[src/rtl/reg_status_table.sv]
// Register rename status table: per-register producer tag plus architectural register file.
// Tags are set on dispatch, cleared by the matching commit and wiped on flush.
module reg_status_table #(
    parameter int ROB_SIZE_BITS = 4,
    parameter int NUM_REGS      = 32
) (
    input  logic                     clk,
    input  logic                     rst,
    input  logic                     alloc_valid,
    input  logic [4:0]               alloc_rd,
    input  logic [ROB_SIZE_BITS:0]   alloc_roben,
    input  logic [4:0]               rs1_addr,
    input  logic [4:0]               rs2_addr,
    output logic [ROB_SIZE_BITS:0]   rs1_roben,
    output logic [ROB_SIZE_BITS:0]   rs2_roben,
    output logic [31:0]              rs1_data,
    output logic [31:0]              rs2_data,
    input  logic                     commit_wen,
    input  logic [4:0]               commit_rd,
    input  logic [ROB_SIZE_BITS:0]   commit_roben,
    input  logic [31:0]              commit_data,
    input  logic                     flush,
    output logic [5:0]               renamed_count
);

    localparam int TW = ROB_SIZE_BITS + 1;

    logic [TW-1:0] tag_r      [NUM_REGS];
    logic [31:0]   regfile_r  [NUM_REGS];
    logic [TW-1:0] tag_next_s [NUM_REGS];
    logic [5:0]    count_r;
    logic [5:0]    count_next_s;
    logic          commit_hit_s;
    logic          alloc_hit_s;

    assign commit_hit_s  = commit_wen && (commit_rd != 5'd0);
    assign alloc_hit_s   = alloc_valid && (alloc_rd != 5'd0) &&
                           (alloc_roben != {TW{1'b0}}) && !flush;
    assign renamed_count = count_r;

    // Next tag state; alloc is applied after commit so a same-edge rename wins.
    always_comb begin
        tag_next_s = tag_r;
        if (flush) begin
            for (int i = 0; i < NUM_REGS; i++) begin
                tag_next_s[i] = {TW{1'b0}};
            end
        end else begin
            if (commit_hit_s && (tag_r[commit_rd] == commit_roben)) begin
                tag_next_s[commit_rd] = {TW{1'b0}};
            end else begin
                tag_next_s[commit_rd] = tag_r[commit_rd];
            end
            if (alloc_hit_s) begin
                tag_next_s[alloc_rd] = alloc_roben;
            end else begin
                tag_next_s[alloc_rd] = tag_next_s[alloc_rd];
            end
        end
    end

    // Population count of the next tag state feeds the registered rename count.
    always_comb begin
        count_next_s = 6'd0;
        for (int i = 1; i < NUM_REGS; i++) begin
            if (tag_next_s[i] != {TW{1'b0}}) begin
                count_next_s = count_next_s + 6'd1;
            end else begin
                count_next_s = count_next_s;
            end
        end
    end

    // Tag table and rename count registers.
    always_ff @(posedge clk or posedge rst) begin
        if (rst) begin
            for (int i = 0; i < NUM_REGS; i++) begin
                tag_r[i] <= {TW{1'b0}};
            end
            count_r <= 6'd0;
        end else begin
            for (int i = 1; i < NUM_REGS; i++) begin
                tag_r[i] <= tag_next_s[i];
            end
            tag_r[0] <= {TW{1'b0}};
            count_r  <= count_next_s;
        end
    end

    // Architectural register file; commits write even on a flush edge.
    always_ff @(posedge clk or posedge rst) begin
        if (rst) begin
            for (int i = 0; i < NUM_REGS; i++) begin
                regfile_r[i] <= 32'd0;
            end
        end else if (commit_hit_s) begin
            regfile_r[commit_rd] <= commit_data;
        end else begin
            regfile_r[0] <= 32'd0;
        end
    end

    // Source reads: tags reflect pre-edge state, data bypasses the commit in flight.
    always_comb begin
        rs1_roben = (rs1_addr == 5'd0) ? {TW{1'b0}} : tag_r[rs1_addr];
        rs2_roben = (rs2_addr == 5'd0) ? {TW{1'b0}} : tag_r[rs2_addr];
        if (rs1_addr == 5'd0) begin
            rs1_data = 32'd0;
        end else if (commit_hit_s && (commit_rd == rs1_addr)) begin
            rs1_data = commit_data;
        end else begin
            rs1_data = regfile_r[rs1_addr];
        end
        if (rs2_addr == 5'd0) begin
            rs2_data = 32'd0;
        end else if (commit_hit_s && (commit_rd == rs2_addr)) begin
            rs2_data = commit_data;
        end else begin
            rs2_data = regfile_r[rs2_addr];
        end
    end

endmodule

[config.mk]
export PLATFORM = sky130hd
export DESIGN_NAME = reg_status_table
export DESIGN_NICKNAME = d
export VERILOG_FILES = /design/src/rtl/reg_status_table.sv
export SDC_FILE = /design/constraint.sdc
export NUM_CORES = 2
export LEC_CHECK = 0
export BUFFER_PORTS_ARGS = -buffer_cell sky130_fd_sc_hd__buf_2
export CORE_MARGIN = 2
export CORE_UTILIZATION = 55
export CTS_CLUSTER_DIAMETER = 200
export DETAILED_ROUTE_END_ITERATION = 6
export GPL_TIMING_DRIVEN = 0
export PLACE_DENSITY = 0.82
export SKIP_LAST_GASP = 1
export SLEW_MARGIN = 20
export SYNTH_ARGS = -nofsm -noshare
export SYNTH_HDL_FRONTEND = slang
export SYNTH_SLANG_ARGS = --single-unit
[constraint.sdc]
create_clock -name clk -period 43.6 [get_ports clk]
set_input_delay 2.18 -clock clk [delete_from_list [all_inputs] [get_ports clk]]
set_output_delay 2.18 -clock clk [all_outputs]
set_load 0.02 [all_outputs]
==> run metrics <==
status=complete, but fails checks; violated checks=design-rule violations; Area Overhead vs Synth=10.81%; Hold WS=approximately 0.51 ns; final setup TNS=0 ns; max cap viols=0; skew final=~0.041 ns; Critical Path AT=approximately 31 ns; clk_lat worst skew=0.83 ns; worst-path fanout max=10; H-tree levels=4; DRT Pass-1 Iters=7; Post-Place Cells=7725; synthesized cell area=between 0.07 and 0.08 mm^2; GRT met2 Usage=a little over two thirds; initial antenna violation count=26; max incr delay on CP=around 1.2 ns; GRT Max-Usage Layer=met2; Synth Net Count=just under 6000; # DRC=2; Ys Warns=0; drt wl/cell=44.49 um; clk buf depth=3; pwr dens=~47 mW/mm^2; Pleak=about 0.035 uW; drt total wl=roughly 350000 um; HPWL after DPL=between 200000 and 300000 um; FF+latch count, synth=1185; synth cell count leaders=dfrtp_1 (1185), mux2_2 (1032), mux4_2 (734), clkbuf_1 (366), nor2_1 (338); TritonCTS clock tree=done; Final Cycle Share=~69%; vias=63149; clk slew on worst S/H paths=~0.060 ns; Post-synth EDFFs=0; Core ar.=0.1353 mm^2; Max Fclk=~33 MHz; Initial Utilization=between 50% and 60%; top cells by area, synth=dfrtp_1 (40%), mux4_2 (22%), mux2_2 (16%), mux2i_1 (2.0%), clkbuf_1 (1.8%); critical path type=in -> reg; hold_buf cts=0; cell count after synthesis=~5800; RSZ-0062 raised after global routing=no; met3 usage=a little under a quarter; clock sink total=1185; net count of the finished layout=around 6000; Seq/Total Area, Yosys=between 30 and 40%; Worst Tran Pin Value=about 1.3 ns; Synth area leader=dfrtp_1; Hold Crit Class=reg -> reg; gr ovfl total=0; final setup vio count=0; endpoint class of the critical path=flop; pin count of the biggest net entering global routing=111; DIE AREA=~0.14 mm^2; worst slack, placed=13.77 ns; Final Hold Fails=0; layout cells sized above 1=between 30 and 40%; Worst setup SP type=input port; GR met1 Demand/Resource=62.39%; global-route wire length before repair=485800 um; worst vdd ir=just over 0.08 mV; Placer Congestion=1.092; vias in the first global route=~62000; most frequent cell after synthesis=dfrtp_1; number of cell rows=between 100 and 150; Die Ht=~370 um; Critical Path RT=between 40 and 50 ns; Netlist cell types=about 120; post-route antenna net violation count=0; Setup Buffers After CTS=0; CTS Buf Count=between 100 and 150; Clock Tree Root=clkbuf_16; Final min period=~30 ns; asr flop ratio synth=100.0%; io pins=147; DIE WIDTH=about 370 um; Worst Slack Setup Final=13.59 ns; post-synth top area share=approximately 40%; Slew Limit Fails=0; Post-CTS Resized=0; number of buffers added on ports=around 140; Via density=7.918; count of non-filler cells in the finished layout=roughly 8000; CP max-delay cell=a2111oi_0; Syn Area/Cell=roughly 13 um^2; cell mode on critical path=ha_1; Most used DFF post-synth=dfrtp_1; gr usage total=approximately half; initial drt markers=10866; Slew Limit Headroom=9.085%; Final Util=roughly three fifths
## worst max-delay path, delay by kind of cell
family,cells,cell delay (ns)
fa+ha+maj,29,8.00
xor+xnor,1,0.17
buf+inv,16,3.98
compound gates,30,8.89
simple gates,23,4.24
mux,13,3.18
## layout make-up
class	count	area (um^2)
Antenna cell	12	30.03
Buffer	563	2409
Clock buffer	185	3681
Clock inverter	50	670.6
Fill cell	9946	52270
Inverter	52	205.2
Multi-Input combinational cell	3988	42990
Sequential cell	1185	29650
Tap cell	1781	2228
Timing Repair Buffer	159	1166
## metrics by stage
stage          area, um^2  total power [uW]
6_report            83030              3889
5_1_grt             83000              4005
3_5_place_dp        78540              2694
3_3_place_gp        77830              2632
4_1_cts             82890              3835
2_1_floorplan       74930              2326
## metal layers
layer | vias to the layer above | routed length, um
met5 | - | 328
met4 | 40 | 33470
met3 | 1808 | 52710
met2 | 6127 | 145700
met1 | 32000 | 122600
li1 | 23174 | -
## power by group
group          switching [uW]  total [uW]  internal (uW)
combinational             680        1290            612
clock                     504        1150            650
sequential                157        1440           1290
## state kept, by name (all words and copies together), names as in the netlist
name / cells
renamed_count: 6
regfile_r: 1024
tag_r: 155
## final timing paths
kind	from	endpoint	slack [ns]	cells past startpoint
max	commit_rd[4]	renamed_count[4]	13.59	112
min	regfile_r[996]	regfile_r[996]	0.51	1
max reg2reg	tag_r[59]	renamed_count[4]	16.61	108
min reg2reg	regfile_r[996]	regfile_r[996]	0.51	1
max in group asynchronous	rst	regfile_r[229]	39.92	6
min in group asynchronous	rst	tag_r[128]	1.40	2
## logic make-up (layout without fill, tap and decap cells)
group | count (synthesis) | in the layout | share of synthesized area, %
AOI/OAI and AO/OA | 864 | 864 | 8.177
xor gates and xnor gates | 134 | 134 | 2.107
adders and majority gates | 32 | 32 | 0.5277
buffers and inverters | 615 | 1009 | 3.238
DFF | 1185 | 1185 | 39.57
muxes | 1916 | 1916 | 39.57
other | 0 | 12 | 0
and+or+nand+nor | 1042 | 1042 | 6.801
## cells in the final DEF (no fill, tap or decap), types with 69 or more instances in the layout
master     synthesis  final
mux2i_1          150    150
mux2_2          1032   1032
clkbuf_1         366    327
buf_1            169     98
mux4_2           734    734
buf_2             16    203
nand3_1           71     71
nand2_1          277    277
o21ai_0          135    134
clkbuf_2           1     94
a21oi_1          133    132
nor2_1           338    334
nor3_1            69     69
o211ai_1          71     71
dfrtp_1         1185   1185
a211oi_1         140    137
clkbuf_16          0    131
No activity file was read; power rests on OpenSTA's default activity.
